$ cat src/rtl/sprite_reader.sv
// Sprite/tile window reader: walks a width x height window out of a 1-cycle-latency RAM
// and streams it as valid/ready pixels. Optional colour-key flag via SPRITE_COLORKEY_EN.
module sprite_reader #(
    parameter int DATA_WIDTH = 8,
    parameter int ADDR_WIDTH = 16,
    parameter int DIM_WIDTH  = 8
) (
    input  logic                  clk,
    input  logic                  reset_n,
    input  logic                  start,
    input  logic [ADDR_WIDTH-1:0] base_addr,
    input  logic [DIM_WIDTH-1:0]  win_w,
    input  logic [DIM_WIDTH-1:0]  win_h,
    input  logic [ADDR_WIDTH-1:0] stride,
    output logic                  busy,
    output logic                  done,
    output logic                  mem_en,
    output logic                  mem_we,
    output logic [ADDR_WIDTH-1:0] mem_addr,
    input  logic [DATA_WIDTH-1:0] mem_rdata,
    output logic [DATA_WIDTH-1:0] pix_data,
    output logic                  pix_valid,
    input  logic                  pix_ready,
    output logic                  pix_last
`ifdef SPRITE_COLORKEY_EN
    ,
    input  logic [DATA_WIDTH-1:0] key_color,
    output logic                  pix_opaque
`endif
);

    typedef enum logic [1:0] {IDLE, FETCH, DRAIN} state_t;

    localparam logic [DIM_WIDTH-1:0] DIM_ONE = 1;

    state_t                state;
    state_t                state_next;
    logic [ADDR_WIDTH-1:0] row_addr;
    logic [ADDR_WIDTH-1:0] stride_r;
    logic [DIM_WIDTH-1:0]  w_last;
    logic [DIM_WIDTH-1:0]  h_last;
    logic [DIM_WIDTH-1:0]  col;
    logic [DIM_WIDTH-1:0]  row;
    logic                  in_flight;
    logic                  in_flight_last;
    logic [DATA_WIDTH-1:0] fifo_data [2];
    logic [1:0]            fifo_last;
    logic [1:0]            count;
    logic                  rd_ptr;
    logic                  wr_ptr;
    logic                  done_r;

    logic                  accept;
    logic                  zero_win;
    logic                  col_end;
    logic                  issue_last;
    logic                  issue;
    logic                  fifo_has;
    logic                  pop;
    logic                  fifo_pop;
    logic                  push;
    logic [2:0]            occupancy;

    // The head is the FIFO when it holds data, otherwise the RAM response
    // falls straight through so the first pixel shows up with no extra cycle.
    always_comb begin
        accept     = start && (state == IDLE);
        zero_win   = (win_w == '0) || (win_h == '0);
        col_end    = (col == w_last);
        issue_last = col_end && (row == h_last);
        fifo_has   = (count != 2'd0);
        pix_valid  = fifo_has || in_flight;
        pop        = pix_valid && pix_ready;
        fifo_pop   = pop && fifo_has;
        push       = in_flight && (fifo_has || !pix_ready);
        occupancy  = {1'b0, count} + {2'b00, in_flight} - {2'b00, pop};
        issue      = (state == FETCH) && (occupancy < 3'd2);
        pix_data   = '0;
        pix_last   = 1'b0;
        if (fifo_has) begin
            pix_data = fifo_data[rd_ptr];
            pix_last = fifo_last[rd_ptr];
        end else if (in_flight) begin
            pix_data = mem_rdata;
            pix_last = in_flight_last;
        end
    end

    assign mem_en   = issue;
    assign mem_we   = 1'b0;
    assign mem_addr = issue ? (row_addr + ADDR_WIDTH'(col)) : '0;
    assign busy     = (state != IDLE);
    assign done     = done_r;

    always_comb begin
        state_next = state;
        case (state)
            IDLE:    if (accept && !zero_win) state_next = FETCH;
            FETCH:   if (issue && issue_last) state_next = DRAIN;
            DRAIN:   if (pop && pix_last)     state_next = IDLE;
            default: state_next = IDLE;
        endcase
    end

    always_ff @(posedge clk or negedge reset_n) begin
        if (!reset_n) state <= IDLE;
        else          state <= state_next;
    end

    // Window geometry is stored as last-index values so the walk compares directly.
    always_ff @(posedge clk or negedge reset_n) begin
        if (!reset_n) begin
            row_addr <= '0;
            stride_r <= '0;
            w_last   <= '0;
            h_last   <= '0;
            col      <= '0;
            row      <= '0;
        end else if (accept && !zero_win) begin
            row_addr <= base_addr;
            stride_r <= stride;
            w_last   <= win_w - DIM_ONE;
            h_last   <= win_h - DIM_ONE;
            col      <= '0;
            row      <= '0;
        end else if (issue) begin
            if (col_end) begin
                col      <= '0;
                row      <= row + DIM_ONE;
                row_addr <= row_addr + stride_r;
            end else begin
                col <= col + DIM_ONE;
            end
        end
    end

    always_ff @(posedge clk or negedge reset_n) begin
        if (!reset_n) begin
            in_flight      <= 1'b0;
            in_flight_last <= 1'b0;
        end else begin
            in_flight      <= issue;
            in_flight_last <= issue && issue_last;
        end
    end

    always_ff @(posedge clk or negedge reset_n) begin
        if (!reset_n) begin
            fifo_data[0] <= '0;
            fifo_data[1] <= '0;
            fifo_last    <= '0;
            count        <= '0;
            rd_ptr       <= 1'b0;
            wr_ptr       <= 1'b0;
        end else begin
            if (push) begin
                fifo_data[wr_ptr] <= mem_rdata;
                fifo_last[wr_ptr] <= in_flight_last;
                wr_ptr            <= ~wr_ptr;
            end
            if (fifo_pop) rd_ptr <= ~rd_ptr;
            case ({push, fifo_pop})
                2'b10:   count <= count + 2'd1;
                2'b01:   count <= count - 2'd1;
                default: count <= count;
            endcase
        end
    end

    always_ff @(posedge clk or negedge reset_n) begin
        if (!reset_n) done_r <= 1'b0;
        else          done_r <= (accept && zero_win) || ((state == DRAIN) && pop && pix_last);
    end

`ifdef SPRITE_COLORKEY_EN
    logic [DATA_WIDTH-1:0] key_r;
    logic [1:0]            fifo_opaque;

    always_ff @(posedge clk or negedge reset_n) begin
        if (!reset_n) begin
            key_r       <= '0;
            fifo_opaque <= '0;
        end else begin
            if (accept) key_r <= key_color;
            if (push) fifo_opaque[wr_ptr] <= (mem_rdata != key_r);
        end
    end

    always_comb begin
        pix_opaque = 1'b0;
        if (fifo_has)       pix_opaque = fifo_opaque[rd_ptr];
        else if (in_flight) pix_opaque = (mem_rdata != key_r);
    end
`endif

endmodule

$ cat config.mk
export PLATFORM = sky130hd
export DESIGN_NAME = sprite_reader
export DESIGN_NICKNAME = d
export VERILOG_FILES = /design/src/rtl/sprite_reader.sv
export SDC_FILE = /design/constraint.sdc
export NUM_CORES = 1
export LEC_CHECK = 0
export CORE_UTILIZATION = 50
export CTS_CLUSTER_SIZE = 30
export DETAILED_ROUTE_END_ITERATION = 10
export PLACE_DENSITY = 0.75
export SLEW_MARGIN = 20
export SYNTH_ARGS = -nofsm -noshare
export SYNTH_HDL_FRONTEND = slang
export SYNTH_SLANG_ARGS = --single-unit
$ cat constraint.sdc
create_clock -name clk -period 6.1 [get_ports clk]
set_input_delay 0.915 -clock clk [delete_from_list [all_inputs] [get_ports clk]]
set_output_delay 0.915 -clock clk [all_outputs]
set_load 0.005 [all_outputs]
==> flow_metrics.env, run 1 <==
export IMPL_status="completed"
export IMPL_place_ws_ps=1360
export IMPL_core_area_mm2=0.0109
export IMPL_hold_violations=0
export IMPL_rsz0062_at_grt="no"
export IMPL_wire_per_inst_um=15.3
export IMPL_timing_fmax_mhz=210
export IMPL_grt_usage_pct=23.8
export IMPL_die_area_mm2=0.0117
export IMPL_power_frac_comb_pct=56.4
export IMPL_syn_num_nets=715
export IMPL_clock_sinks=91
export IMPL_power_leakage_nw=3.05
export IMPL_antenna_found_initial=0
export IMPL_period_share_pct=78.0
export IMPL_synth_top_area_cell="dfrtp_1"
export IMPL_final_cell_area_mm2=0.00680
export IMPL_yosysWarnings=0
export IMPL_clockPowerShare_pct=12.0
export IMPL_cts_setup_buffers=0
export IMPL_grt_max_degree=89
export IMPL_portBuffers=88
export IMPL_seq_power_share_pct=31.6
export IMPL_skew_ps=8.88
export IMPL_yosys_area_top_type_share_pct=40.6
export IMPL_syn_cell_area_mm2=0.00561
export IMPL_drtIter0Drc=285
export IMPL_synth_area_per_cell_um2=9.02
export IMPL_die_height_um=108
export IMPL_detail_route_antenna_nets=0
export IMPL_ctsHoldBuffers=0
export IMPL_routed_via_count=4648
export IMPL_seq_area_frac_synth_pct=40.6
export IMPL_dp_cells=832
export IMPL_whs_ps=331
export IMPL_crit_buf_inv=3
export IMPL_crit_family="buffers and inverters"
export IMPL_max_cap_viol_count=0
export IMPL_max_stage_delay_ps=530
export IMPL_yosys_top_cells_count="nand2_1 (107), dfrtp_1 (91), nor2_1 (58), o21ai_0 (47), xnor2_1 (35)"
export IMPL_crit_arrival_ps=3850
export IMPL_area_growth_pct=21.1
export IMPL_synth_edf_count=0
export IMPL_synth_cells=622
export IMPL_drc=0
export IMPL_power_density_mw_per_mm2=509
export IMPL_synthFlopType="dfrtp_1"
export IMPL_sw_frac_of_total_pct=41.8
export IMPL_path_clk_slew_ps=90
export IMPL_synthDistinctLibCells=60
export IMPL_start_util_pct=51.6
export IMPL_io_pins=90
export IMPL_crit_path_end_kind="output port"
export IMPL_tns_ps=0
export IMPL_worstSetupPathType="in2out"
export IMPL_cts_made_buffers=9
export IMPL_min_period_ps=4760
export IMPL_startpoint_type="input pin"
export IMPL_worst_pin_slew_ps=1030
export IMPL_relSlewSlack_pct=30.8
export IMPL_cp_max_fo=18
export IMPL_layout_drive_gt1_share_pct=7.20
export IMPL_dr_pass1_iters=4
export IMPL_cts_root_buffer="clkbuf_8"
export IMPL_grt_first_pass_wirelength_um=21800
export IMPL_required_ps=5180
export IMPL_first_global_vias=4610
export IMPL_rows=38
export IMPL_hold_class="in2async"
export IMPL_ys_seq_elements=91
export IMPL_synthTopCellsByArea="dfrtp_1 (41%), nand2_1 (7.2%), ha_1 (6.7%), xnor2_1 (5.5%), xor2_1 (5.0%)"
export IMPL_slew_viol_final=0
export IMPL_vias_per_cell=5.48
export IMPL_cts_htree_levels=3
export IMPL_num_antenna_cells=0
export IMPL_routabilityCongestion=0.827
export IMPL_crit_slowest_cell="clkdlybuf4s50_1"
export IMPL_yosysMostFrequentCell="nand2_1"
export IMPL_fin_cells=848
export IMPL_routed_wl_um=13000
export IMPL_setup_violations=0
export IMPL_cts_buffer_depth=2
export IMPL_hpwl_um=9610
export IMPL_p_switching_w=0.00145
export IMPL_intPower_w=0.00202
export IMPL_die_w_um=108
export IMPL_cts_tree="yes"
export IMPL_grt_overflow_total=0
export IMPL_vdd_drop_max_mv=0.295
export IMPL_crit_path_frequent_cell="clkdlybuf4s50_1"
export IMPL_placed_area_mm2=0.00659
export IMPL_cts_resized_gates=0
export IMPL_path_cells="clkdlybuf4s50_1, xor2_1, nand2_1, fa_1, xnor2_1, nand3_2, inv_1, and2_1, clkdlybuf4s50_1"
export IMPL_nets=796
export IMPL_fin_ws_ps=1340
export IMPL_clock_latency_ps=370
export IMPL_synthArstFlopShare_pct=100
[layout by cell type (no fill, tap or decap), types with 7 or more instances in the layout]
cell type	netlist	routed
and3_1	7	7
clkbuf_8	1	9
nand4_1	8	8
nand2_1	107	107
xnor2_1	35	35
a31oi_1	8	8
xor2_1	32	32
a21o_1	8	8
dfrtp_1	91	91
inv_1	13	13
mux2_2	18	18
nor2b_1	7	7
a21oi_1	28	28
o21ai_0	47	47
mux2i_1	10	10
nor2_1	58	57
ha_1	30	30
nand3_1	27	27
clkdlybuf4s50_1	0	87
[final cells by class]
class	instances	area [µm²]
fillers	935	4090
multi-input cells	495	3180
flip-flops and latches	91	2280
repair buffers	93	920
well taps	140	175
clock buffers	10	128
clock inverters	6	72.6
inverters	13	48.8
[worst reg2reg max path: cells and delay by family, from the launching register on]
family                   cells  cell delay, ps
AO/OA/AOI/OAI                2             370
XOR/XNOR                     1             200
adder cells (fa/ha/maj)      1             410
flip-flops                   1             530
AND/OR/NAND/NOR              6            2180
[metal layers]
layer	vias to the layer above	track usage, %	part of all wire, %
met5	-	0	0
met4	0	7.83	0.31
met3	5	2.53	5.8
met2	114	41.2	50
met1	2226	31.1	44
li1	2303	-	-
[power groups by stage]
stage	clock network, W	logic (W)	registers [W]
final	0.000417	0.00195	0.00109
after global routing	0.000452	0.00219	0.00113
after CTS	0.000429	0.00196	0.00109
after detailed placement	0	0.00194	0.00111
after global placement	0	0.00187	0.00109
after floorplan	0	0.00139	0.00100
[logic make-up (layout without fill, tap and decap cells)]
kind of cell,Yosys count,in the layout,share of synthesized area (%)
and+or+nand+nor,251,251,20.4
muxes,28,28,5.39
adders and majority gates,33,33,7.76
other,1,1,0.0668
buffers and inverters,36,122,2.88
xor gates and xnor gates,67,67,10.5
AOI/OAI and AO/OA,115,115,12.4
DFF,91,91,40.6
[state kept, by name, indices dropped and copies added (netlist names), 2 cells and up]
signal and count:
fifo_data 16, row_addr 16, stride_r 16, col 8, h_last 8, row 8
w_last 8, count 2, fifo_last 2, state 2
[path summary, 6_finish.rpt]
check,slack [ps],cells after the start,startpoint,to
max,1340,9,pix_ready,mem_addr[1]
min,330,1,reset_n,fifo_data[6]$_DFFE_PN0P_
max reg2reg,2310,10,in_flight$_DFF_PN0_,row_addr[10]$_DFFE_PN0P_
min reg2reg,500,2,stride_r[14]$_DFFE_PN0P_,stride_r[14]$_DFFE_PN0P_
max in group asynchronous,4810,2,reset_n,w_last[0]$_DFFE_PN0P_
min in group clk,500,2,stride_r[14]$_DFFE_PN0P_,stride_r[14]$_DFFE_PN0P_
[metrics by stage]
| step | util [%] | power (W) |
|---|---|---|
| global route | 62.4 | 0.00377 |
| detailed placement | 60.6 | 0.00305 |
| CTS | 62.4 | 0.00348 |
| global placement | 60.6 | 0.00297 |
| finish | 62.4 | 0.00346 |
| floorplan | - | 0.00239 |
No activity file was read; power rests on OpenSTA's default activity.
==> run 2: changes to the inputs <==
==> constraint.sdc (replaced) <==
create_clock -name clk -period 4.6 [get_ports clk]
set_input_delay 0.69 -clock clk [delete_from_list [all_inputs] [get_ports clk]]
set_output_delay 0.69 -clock clk [all_outputs]
set_load 0.005 [all_outputs]
==> run 2 against run 1 <==
Count of clock-buffer cells in the layout increased by 1. Critical endpoint is now mem_addr[10]. Sequential share of layout area about the same. Wire length decreased by 1.1%. Global-route usage decreased by 0.32 points. Register-to-register slack got worse by 1200 ps. Largest cell class unchanged. Utilization decreased by 0.069 points. Critical path depth increased by 1.
==> flow_metrics.env, run 2 (synthesized netlist as in run 1, its figures left out) <==
export IMPL_die_area_mm2=0.0117
export IMPL_grt_first_pass_wirelength_um=21500
export IMPL_cp_max_fo=6
export IMPL_tns_ps=0
export IMPL_max_cap_viol_count=0
export IMPL_layout_common_cells="nand2_1 (107), dfrtp_1 (91), clkdlybuf4s50_1 (87)"
export IMPL_slew_viol_final=0
export IMPL_nets=798
export IMPL_area_growth_pct=21.0
export IMPL_path_cells="ha_1, fa_1, a21o_1, a21oi_1, o21ai_0, o41a_1, nand3_1, xor2_1, nor2_1, clkdlybuf4s50_1"
export IMPL_grt_overflow_total=0
export IMPL_cts_buffer_depth=2
export IMPL_routed_via_count=4703
export IMPL_crit_buf_inv=1
export IMPL_startpoint_type="flop"
export IMPL_path_clk_slew_ps=90
export IMPL_status="completed"
export IMPL_rsz0062_at_grt="no"
export IMPL_worstSetupPathType="reg2out"
export IMPL_worst_pin_slew_ps=816
export IMPL_detail_route_antenna_nets=0
export IMPL_min_period_ps=4060
export IMPL_die_height_um=108
export IMPL_crit_arrival_ps=3370
export IMPL_vdd_drop_max_mv=0.349
export IMPL_crit_family="compound AO/OA/AOI/OAI gates"
export IMPL_hold_violations=0
export IMPL_clock_latency_ps=370
export IMPL_io_pins=90
export IMPL_dr_pass1_iters=4
export IMPL_wl_met2_um=6290
export IMPL_antenna_found_initial=0
export IMPL_wl_met1_um=5830
export IMPL_crit_path_end_kind="output port"
export IMPL_cts_tree="yes"
export IMPL_cts_htree_levels=3
export IMPL_routabilityCongestion=0.928
export IMPL_max_stage_delay_ps=520
export IMPL_routed_wl_um=12800
export IMPL_skew_ps=8.03
export IMPL_cts_made_buffers=9
export IMPL_num_antenna_cells=0
export IMPL_drc=0
export IMPL_portBuffers=88
export IMPL_start_util_pct=51.6
export IMPL_power_density_mw_per_mm2=671
export IMPL_cts_resized_gates=0
export IMPL_clock_sinks=91
export IMPL_period_share_pct=88.2
export IMPL_setup_violations=0
export IMPL_drtIter0Drc=242
export IMPL_hold_class="in2async"
export IMPL_rows=38
export IMPL_hpwl_um=9830
export IMPL_first_global_vias=4733
export IMPL_final_common_cell="nand2_1"
export IMPL_timing_fmax_mhz=247
export IMPL_reg_largest_list="fifo_data (16), row_addr (16), stride_r (16)"
export IMPL_grt_max_degree=59
export IMPL_cts_setup_buffers=0
export IMPL_wire_per_inst_um=15.1
export IMPL_route_met3_wl_um=551
export IMPL_relSlewSlack_pct=45.4
export IMPL_die_w_um=108
export IMPL_core_area_mm2=0.0109
export IMPL_power_w=0.00456
export IMPL_power_leakage_nw=3.05
export IMPL_cts_root_buffer="clkbuf_8"
export IMPL_required_ps=3910
export IMPL_grt_usage_pct=23.5
export IMPL_ctsHoldBuffers=0
export IMPL_crit_slowest_cell="clkdlybuf4s50_1"
export IMPL_vias_per_cell=5.53
export IMPL_topRoutingLayerUsed="met4"
export IMPL_layout_drive_gt1_share_pct=7.61
## run 2: path summary, 6_finish.rpt
kind / startpoint / endpoint / slack (ps) / cells after the start
worst max register to register: in_flight$_DFF_PN0_ / row_addr[12]$_DFFE_PN0P_ / 1090 / 12
max in group asynchronous: reset_n / row[4]$_DFFE_PN0P_ / 3300 / 2
worst max-delay path: col[0]$_DFFE_PN0P_ / mem_addr[10] / 540 / 10
min in group clk: stride_r[7]$_DFFE_PN0P_ / stride_r[7]$_DFFE_PN0P_ / 500 / 2
worst min register to register: stride_r[7]$_DFFE_PN0P_ / stride_r[7]$_DFFE_PN0P_ / 500 / 2
worst min-delay path: reset_n / fifo_data[6]$_DFFE_PN0P_ / 370 / 1
## run 2: area by class of cell
class	instances	area (µm²)
Fill cell	966	4100
Multi-Input combinational cell	495	3180
Sequential cell	91	2280
Timing Repair Buffer	95	931
Tap cell	140	175
Clock buffer	11	141
Inverter	13	48.8
Clock inverter	5	37.5
## run 2: layer usage
layer	GRT usage [%]	vias to the layer above
met3	4.22	18
met1	30.0	2262
met4	7.34	0
met2	40.4	116
li1	-	2307
met5	0	-
## run 2: per-stage QoR
| step | cell area, µm² | setup slack [ps] | cells | utilization, % | hold slack (ps) |
|---|---|---|---|---|---|
| finish | 6790 | 545 | 850 | 62.4 | 372 |
| global route | 6790 | 363 | 850 | 62.4 | 423 |
| CTS | 6790 | 516 | 850 | 62.3 | 390 |
| detailed placement | 6610 | 672 | 834 | 60.7 | 478 |
| global placement | 6610 | 749 | 834 | 60.7 | 467 |
| floorplan | 5610 | 1720 | 622 | - | 394 |
## run 2: power by group
part / switching, W / internal (W)
clock: 0.000290 / 0.000213
combinational: 0.00129 / 0.00131
sequential: 0.000336 / 0.00112
